<file path="src/rtl/prefix_arb_pkg.sv">
// prefix_arb_pkg: shared types and sizes for the prefix adder arbiter
package prefix_arb_pkg;
  localparam int ARB_N = 32;
  localparam int ARB_NREQ = 4;
  localparam int ARB_IDW = $clog2(ARB_NREQ);
  localparam int OPCNT_W = 16;
  typedef enum logic [1:0] {IDLE, EXEC, HOLD} state_t;
  typedef struct packed {
    logic [ARB_N-1:0] a;
    logic [ARB_N-1:0] b;
    logic cin;
    logic [ARB_IDW-1:0] id;
  } opr_t;
endpackage

</file>
<file path="src/rtl/prefix.sv">
// prefix: Kogge-Stone parallel prefix adder with carry-in and carry-out
module prefix #(
  parameter int N = 32
) (
  input logic [N-1:0] a,
  input logic [N-1:0] b,
  input logic cin,
  output logic [N-1:0] sum,
  output logic cout
);
  localparam int L = $clog2(N);
  logic [N-1:0] g [0:L];
  logic [N-1:0] p [0:L];
  logic [N:0] c;
  assign g[0] = a & b;
  assign p[0] = a ^ b;
  for (genvar k = 0; k < L; k++) begin : g_lvl
    assign g[k+1] = g[k] | (p[k] & (g[k] << (1 << k)));
    assign p[k+1] = p[k] & ((p[k] << (1 << k)) | ({N{1'b1}} >> (N - (1 << k))));
  end
  assign c = {g[L] | (p[L] & {N{cin}}), cin};
  assign sum = p[0] ^ c[N-1:0];
  assign cout = c[N];
endmodule

</file>
<file path="src/rtl/rr_arbiter.sv">
// rr_arbiter: round-robin pick of the first active request at or after ptr
module rr_arbiter #(
  parameter int NREQ = 4,
  parameter int IDW = $clog2(NREQ)
) (
  input logic [NREQ-1:0] req,
  input logic [IDW-1:0] ptr,
  output logic [NREQ-1:0] gnt,
  output logic [IDW-1:0] idx
);
  logic [IDW-1:0] j;
  // scan from the farthest offset down so the nearest active request wins
  always_comb begin
    gnt = '0;
    idx = '0;
    j = '0;
    for (int o = NREQ - 1; o >= 0; o--) begin
      j = IDW'((int'(ptr) + o) % NREQ);
      if (req[j]) begin
        idx = j;
        gnt = NREQ'(1) << j;
      end
    end
  end
endmodule

</file>
<file path="src/rtl/prefix_adder_arb.sv">
// prefix_adder_arb: round-robin sharing of one prefix adder; PREFIX_ARB_SUB_EN adds req_sub subtract
module prefix_adder_arb
  import prefix_arb_pkg::*;
#(
  parameter int N = ARB_N,
  parameter int NREQ = ARB_NREQ,
  parameter int IDW = $clog2(NREQ)
) (
  input logic clk,
  input logic reset,
  input logic [NREQ-1:0] req_valid,
  output logic [NREQ-1:0] req_ready,
  input logic [NREQ-1:0][N-1:0] req_a,
  input logic [NREQ-1:0][N-1:0] req_b,
  input logic [NREQ-1:0] req_cin,
`ifdef PREFIX_ARB_SUB_EN
  input logic [NREQ-1:0] req_sub,
`endif
  output logic rsp_valid,
  input logic rsp_ready,
  output logic [IDW-1:0] rsp_id,
  output logic [N-1:0] rsp_sum,
  output logic rsp_cout,
  output logic [OPCNT_W-1:0] op_count
);
  state_t st, nst;
  opr_t opr;
  logic [IDW-1:0] ptr, gidx;
  logic [NREQ-1:0] gnt;
  logic any, acc, done, sub;
  logic [N-1:0] sum;
  logic cout;
  rr_arbiter #(.NREQ(NREQ), .IDW(IDW)) u_arb (.req(req_valid), .ptr(ptr), .gnt(gnt), .idx(gidx));
  prefix #(.N(N)) u_add (.a(opr.a), .b(opr.b), .cin(opr.cin), .sum(sum), .cout(cout));
`ifdef PREFIX_ARB_SUB_EN
  assign sub = req_sub[gidx];
`else
  assign sub = 1'b0;
`endif
  assign rsp_valid = st == HOLD;
  // accept in IDLE or when HOLD's response drains, so HOLD->EXEC skips the IDLE bubble
  always_comb begin
    any = |req_valid;
    done = st == HOLD && rsp_ready;
    acc = !reset && any && (st == IDLE || done);
    req_ready = acc ? gnt : '0;
    nst = acc ? EXEC : st == EXEC ? HOLD : (st == HOLD && !rsp_ready) ? HOLD : IDLE;
  end
  // state register
  always_ff @(posedge clk) st <= reset ? IDLE : nst;
  // operand capture, result register, rr pointer and completion counter
  always_ff @(posedge clk) begin
    if (reset) begin
      opr <= '0;
      ptr <= '0;
      rsp_id <= '0;
      rsp_sum <= '0;
      rsp_cout <= 1'b0;
      op_count <= '0;
    end else begin
      if (acc) begin
        opr <= '{a: req_a[gidx], b: sub ? ~req_b[gidx] : req_b[gidx], cin: sub | req_cin[gidx], id: gidx};
        ptr <= gidx == IDW'(NREQ - 1) ? '0 : gidx + 1'b1;
      end
      if (st == EXEC) begin
        rsp_id <= opr.id;
        rsp_sum <= sum;
        rsp_cout <= cout;
      end
      if (done) op_count <= op_count + 1'b1;
    end
  end
endmodule

</file>
<file path="config.mk">
export PLATFORM = sky130hd
export DESIGN_NAME = prefix_adder_arb
export DESIGN_NICKNAME = d
export VERILOG_FILES = /design/src/rtl/prefix_arb_pkg.sv /design/src/rtl/prefix.sv /design/src/rtl/rr_arbiter.sv /design/src/rtl/prefix_adder_arb.sv
export SDC_FILE = /design/constraint.sdc
export NUM_CORES = 1
export LEC_CHECK = 0
export CAP_MARGIN = 20
export CORE_ASPECT_RATIO = 0.7
export CORE_MARGIN = 5
export CORE_UTILIZATION = 40
export DETAILED_ROUTE_END_ITERATION = 10
export GPL_TIMING_DRIVEN = 1
export PLACE_DENSITY_LB_ADDON = 0.2
export REMOVE_ABC_BUFFERS = 1
export SETUP_SLACK_MARGIN = 0.2
export SLEW_MARGIN = 10
export SYNTH_ARGS = -nofsm -noshare
export SYNTH_HDL_FRONTEND = slang
export SYNTH_SLANG_ARGS = --single-unit
export TNS_END_PERCENT = 50
</file>
<file path="constraint.sdc">
create_clock -name clk -period 3.1 [get_ports clk]
set_input_delay 0.31 -clock clk [delete_from_list [all_inputs] [get_ports clk]]
set_output_delay 0.31 -clock clk [all_outputs]
set_load 0.02 [all_outputs]
</file>
# Word level (Yosys, flattened, before mapping)
# Cells that the tools add are included.
[word_totals] out_inout_bits=56 regBits=122
[op_classes] bitwise_logic=20 reduce_logical=10 n_mux=27 add_sub_neg=5 n_eq_ne=3 shift=4 n_lt_le_gt_ge=5
[op_table] op="bitwise AND 32 bit" n=12
[op_table] op="bitwise OR 32 bit" n=6
[op_table] op="binary-select mux 32 bit (select 2 bit)" n=2
[op_table] op="2-to-1 mux 32 bit" n=2
[op_table] op="bitwise XOR 32 bit" n=2
[op_table] op="2-to-1 mux 4 bit" n=5
[op_table] op="adder 16 x 1 -> 16 bit, second input constant" n=1
[op_table] op="<< shifter 1 x 2 -> 4 bit, first input constant" n=4
[op_table] op="< comparator 2 x 3 -> 1 bit, second input constant" n=5
[op_table] op="2-to-1 mux 2 bit" n=7
[op_table] op="binary-select mux 1 bit (select 2 bit)" n=5
[op_table] op="2-to-1 mux 1 bit" n=6
[op_table] op="adder 2 x 1 -> 2 bit, second input constant" n=2
[op_table] op="adder 2 bit, second input constant" n=2
[op_table] op="equality test 2 bit, second input constant" n=2
[op_table] op="logical AND 1 bit" n=4
[op_table] op="OR reduction 4 bit" n=1
[op_table] op="equality test 2 x 1 -> 1 bit, second input constant" n=1
[op_table] op="logical NOT 1 bit" n=2
[op_table] op="logical NOT 2 bit" n=1
[op_table] op="OR reduction 2 bit" n=1
[op_table] op="logical OR 1 bit" n=1

# Logic depth before layout (Yosys ltp)
[logic_depth] depth_word=13 ltp_mapped=15 depth_no_buf=11

# Modules after synthesis
# A second synthesis with hierarchy kept.
[unflattened] cells_unflattened=945 hier_area_um2=8294.2
[by_module_without_submodules] module="prefix_adder_arb" cells_per_inst=630 seq_area_each_um2=2442.3 area_per_inst_um2=5921.9 n_inst=1
[by_module_without_submodules] module="prefix" cells_per_inst=255 seq_area_each_um2=0.0 area_per_inst_um2=1881.8 n_inst=1
[by_module_without_submodules] module="rr_arbiter" cells_per_inst=60 seq_area_each_um2=0.0 area_per_inst_um2=490.5 n_inst=1

# Worst setup path before layout
# OpenSTA, ideal clock, no wires.
[synth_path] path_type="register to register" start="reg ptr[0]" end="reg ptr[0]" arrival_time_ps=2936 path_stages_with_launch=15 setup_ps=65 t_required_ps=3035 synth_period_minus_slack_ps=3001 path_slack_ps=99 cell_sequence="dfxtp_1 -> buf_2 -> inv_1 -> ha_1 -> mux4_2 -> buf_2 -> nor2_1 -> o31a_2 -> clkinv_2 -> buf_6 -> buf_2 -> ha_1 -> nor3_1 -> a21oi_1 -> nor2_1"
[synth_between] elab_chain_len=9 elab_cells_between_ends=18 cone_classes="4 x add/sub; 1 x eq/ne; 13 x mux"
[synth_lines] element="from (decl)" line_no="prefix_adder_arb.sv:28" rtl="logic [IDW-1:0] ptr, gidx;"
[synth_lines] element="from (signal assigned)" line_no="prefix_adder_arb.sv:63" rtl="ptr <= gidx == IDW'(NREQ - 1) ? '0 : gidx + 1'b1;"
[synth_lines] element="adder 2 bit" line_no="rr_arbiter.sv:18" rtl="j = IDW'((int'(ptr) + o) % NREQ);"
[synth_lines] element="binary-select mux 1 bit (select 2 bit)" line_no="rr_arbiter.sv:19" rtl="if (req[j]) begin"
[synth_lines] element="2-to-1 mux 1 bit (not written as such)" line_no="rr_arbiter.sv:19"
[synth_lines] element="2-to-1 mux 2 bit (3 in a row)" line_no="rr_arbiter.sv:19"
[synth_lines] element="2-to-1 mux 2 bit (*)" line_no="rr_arbiter.sv:19"
[synth_lines] element="via gidx[0]" line_no="prefix_adder_arb.sv:28"
[synth_lines] element="adder 2 x 1 -> 2 bit or equality test 2 bit (tied branches)" line_no="prefix_adder_arb.sv:63"
[synth_lines] element="2-to-1 mux 2 bit (*)" line_no="prefix_adder_arb.sv:63"
# The timed path passes the listed nets; every way through them passes the cells marked *. The select of a mux whose other input is x is not followed.
# A chain may end at the register's enable or synchronous reset.

# Worst setup path in the final report
[layout_path] start="reg ptr[1]" end="out req_ready[2]"
[layout_between] elab_chain_len=8 elab_cells_between_ends=20 cone_classes="3 x add/sub; 4 x shift; 13 x mux"
[layout_lines] element="adder 2 bit" line_no="rr_arbiter.sv:18"
[layout_lines] element="binary-select mux 1 bit (select 2 bit)" line_no="rr_arbiter.sv:19"
[layout_lines] element="2-to-1 mux 1 bit (not written as such)" line_no="rr_arbiter.sv:19"
[layout_lines] element="2-to-1 mux 4 bit (3 in a row)" line_no="rr_arbiter.sv:19"
[layout_lines] element="2-to-1 mux 4 bit (*)" line_no="rr_arbiter.sv:19"
[layout_lines] element="2-to-1 mux 4 bit (*)" line_no="prefix_adder_arb.sv:46" rtl="req_ready = acc ? gnt : '0;"
[layout_lines] element="to (decl)" line_no="prefix_adder_arb.sv:12" rtl="output logic [NREQ-1:0] req_ready,"
# Mark *: on every way between the ends. The rest lies on a longest branch, timed or not. The select of a mux whose other input is x is not followed.

==> results by group <==
Placement
  – Post-DP HPWL: 20800 µm
  – Post-DP Area: 0.0114 mm²
  – Port bufs: 322
  – GPL Wtd Cong: 0.875

Clock network
  – Total CTS buffers: 17
  – Clock Path Buffers: 2
  – Clk pin slew, worst setup/hold paths: 0.06 ns
  – Later-pin clock latency in the skew report: 0.41 ns
  – CTS Root Cell: clkbuf_16
  – TritonCTS clock tree: built
  – Cts hold-fix bufs: 0
  – Num Clock Sinks: 122
  – CTS H-Tree Depth: 4

Logic synthesis
  – Avg Cell Area, Syn: 7.71 µm²
  – Yosys warning total: 0
  – Synth area leaders: dfxtp_1 31%, a21oi_1 11%, nand2_1 11%
  – Cell area after synthesis: 0.00782 mm²
  – Top-area cell type share of the netlist area: 0.312
  – Most used DFF post-synth: dfxtp_1
  – EDFF count, synth: 0
  – Yosys top cell by area: dfxtp_1
  – Asr flop ratio synth: 0
  – Synth Register Bits: 122
  – Post-synthesis sequential area ratio: 0.312
  – Yosys cell types: 65
  – Post-Syn Instances: 1015

GRT
  – Global-route wire length before repair: 42700 µm
  – Largest net degree at the start of global routing: 66
  – Initial antenna violation count: 0
  – Global Route Usage Sum: 0.232
  – Overflow after GRT: 0
  – Number of global-route vias before repair: 8317

Detailed routing
  – Vias/cell: 5.15
  – WL/cell: 16.6 µm
  – Initial detailed-routing violation count: 518
  – ANT nets after route: 0
  – WL final: 26600 µm
  – DR vias: 8247
  – First-pass detailed-route iteration total: 5
  – DRC: 0

Die
  – I/O pins: 323
  – Initial core utilization: 0.410
  – Die area: 0.0225 mm²
  – Core Footprint: 0.0191 mm²
  – Die X: 177 µm
  – Row Count: 42
  – Die height: 127 µm

Critical path
  – Startpoint types: register
  – Arrival @ worst endpoint: 2.50 ns
  – CP delay by family, top: multiplexers
  – Delay of the slowest cell on the worst path: 0.52 ns
  – Max stage delay cell, worst path: mux4_2
  – Setup crit end kind: primary output
  – Crit path buf inv count: 3
  – CP max FO: 5
  – Req. time, crit path: 2.79 ns
  – Crit Path Class: reg2out
  – Crit path cell chain: inv_1 -> ha_4 -> mux4_2 -> buf_4 -> a211o_1 -> a21oi_1 -> buf_2

Timing
  – Slew Limit Fails: 0
  – Final hold slack: 0.331 ns
  – Setup repair after global routing missed its margin: yes
  – Worst Tran Pin Value: 0.907 ns
  – Final worst path period share: 0.906
  – Final hold vios: 0
  – Worst slew margin: 0.394
  – # setup viols final: 0
  – F_max: 356 MHz
  – Final Critical Period: 2.81 ns
  – Clock Skew: 0.0102 ns

Run
  – Max_cap viols: 0

Layout
  – Area growth syn-to-layout: 53.5%
  – Layout Utilization: 0.630
  – Filler Cell Count: 1730
  – Post-route cell area: 0.0120 mm²
  – Share of cells above drive strength 1: 0.0696
  – Nets: 1633
  – Ant diodes: 0

Outcome
  – Outcome: completed

Power and ir drop
  – Worst ir drop on vdd: 868 µV
  – Leakage Power: 4.92 nW
  – Power, Total: 10.5 mW
  – Pwr dens: 873 mW/mm²

Hold path
  – Min-Delay Path Class: in2reg
-- per-layer routing --
layer	GRT usage	vias up	wire length, µm
li1	-	4205	-
met1	0.318	3752	12700
met2	0.376	263	11900
met3	0.0514	27	1600
met4	0.0564	0	437
met5	0	-	0
-- Yosys cell counts (2+ instances only) --
| master | number |
|---|---|
| or3_1 | 7 |
| a21oi_1 | 175 |
| nand2b_1 | 3 |
| or2_2 | 3 |
| nor2b_1 | 9 |
| and3_1 | 6 |
| buf_6 | 8 |
| o21ai_1 | 62 |
| a21o_1 | 10 |
| mux4_2 | 4 |
| dfxtp_1 | 122 |
| buf_4 | 9 |
| a211oi_1 | 8 |
| nand3_1 | 26 |
| a221oi_1 | 5 |
| a32o_1 | 3 |
| buf_2 | 19 |
| ha_1 | 42 |
| inv_1 | 13 |
| nand4_1 | 6 |
| o31a_1 | 2 |
| mux2i_1 | 78 |
| o21bai_1 | 3 |
| nor2_1 | 40 |
| nand2_1 | 219 |
| a211o_1 | 6 |
| nor3_1 | 11 |
| nand3b_1 | 10 |
| buf_1 | 3 |
| clkbuf_1 | 23 |
| xnor2_1 | 16 |
| xor2_1 | 16 |
| o21ai_0 | 16 |
-- through the flow --
| stage | setup slack, ns | instances | TNS (ns) |
|---|---|---|---|
| floorplan | -7.95 | 953 | -503.34 |
| global placement | 0.185 | 1563 | 0 |
| detailed placement | 0.157 | 1563 | 0 |
| CTS | 0.206 | 1597 | 0 |
| global route | 0.103 | 1600 | 0 |
| finish | 0.290 | 1600 | 0 |
-- logic make-up (layout without fill, tap and decap cells) --
family	after synthesis	in the layout	synth area share
AOI/OAI and AO/OA	309	309	0.222
xor gates and xnor gates	32	32	0.0358
adders and majority gates	43	43	0.0697
buffers and inverters	76	397	0.0517
DFF	122	122	0.312
muxes	82	82	0.111
and+or+nand+nor	351	351	0.197
-- final timing paths --
| kind | from | endpoint | slack, ns | cells past startpoint |
|---|---|---|---|---|
| worst min-delay path | reset | op_count[3]$_SDFFE_PP0P_ | 0.33 | 2 |
| worst max register to register | ptr[0]$_SDFFE_PP0P_ | ptr[0]$_SDFFE_PP0P_ | 0.30 | 12 |
| worst max-delay path | ptr[1]$_SDFFE_PP0P_ | req_ready[2] | 0.29 | 7 |
| worst min register to register | opr[1]$_SDFFE_PP0P_ | opr[1]$_SDFFE_PP0P_ | 0.44 | 2 |
-- worst reg2reg max path: stages, from the launching register on --
cell	delay (ns)
dfxtp_1	0.32
buf_4	0.22
mux4_2	0.61
buf_4	0.18
nor2b_1	0.12
o21ai_1	0.16
o31a_4	0.28
clkinv_2	0.13
buf_12	0.19
ha_1	0.21
nor3_1	0.18
a21oi_1	0.06
nor2_1	0.08
-- flip-flops by register name (all words and copies together) (netlist names) --
| signal | cells |
|---|---|
| opr | 67 |
| ptr | 2 |
| st | 2 |
| op_count | 16 |
| rsp_sum | 32 |
| rsp_cout | 1 |
| rsp_id | 2 |
-- layout by cell type (no fill, tap or decap), drive strengths merged, types with 2 or more instances in the layout --
| cell type | count |
|---|---|
| a211o | 6 |
| a211oi | 9 |
| a21bo | 2 |
| a21boi | 2 |
| a21o | 10 |
| a21oi | 176 |
| a221oi | 5 |
| a32o | 3 |
| and2 | 2 |
| and3 | 6 |
| buf | 34 |
| bufinv | 2 |
| clkbuf | 19 |
| clkdlybuf4s50 | 317 |
| clkinv | 4 |
| clkinvlp | 5 |
| dfxtp | 122 |
| ha | 42 |
| inv | 16 |
| mux2i | 78 |
| mux4 | 4 |
| nand2 | 219 |
| nand2b | 3 |
| nand3 | 26 |
| nand3b | 10 |
| nand4 | 6 |
| nor2 | 40 |
| nor2b | 10 |
| nor3 | 11 |
| o21ai | 78 |
| o21bai | 3 |
| o31a | 3 |
| or2 | 4 |
| or3 | 7 |
| xnor2 | 16 |
| xor2 | 16 |
-- power by group --
group,internal (mW),total (mW),switching [mW]
Combinational,2.77,6.10,3.33
Sequential,2.07,2.40,0.329
Clock,1.23,1.99,0.757
Total,6.06,10.5,4.42
-- layout make-up --
class	instances	area, µm²	share of cell area
clock inverter	13	143	0.0119
tap	264	330	0.0275
inverter	14	53.8	0.00448
clock buffer	19	453	0.0377
multi-input combinational	817	5040	0.420
timing repair buffer	351	3540	0.295
sequential	122	2440	0.203
-- what timing repair did --
action / CTS / global route
pin swaps: 0 / 1
endpoints found under the setup margin: 4 / 12
setup buffers: 2 / 3
gates resized for setup: 14 / 9
Power figures use the tool's default switching activity.
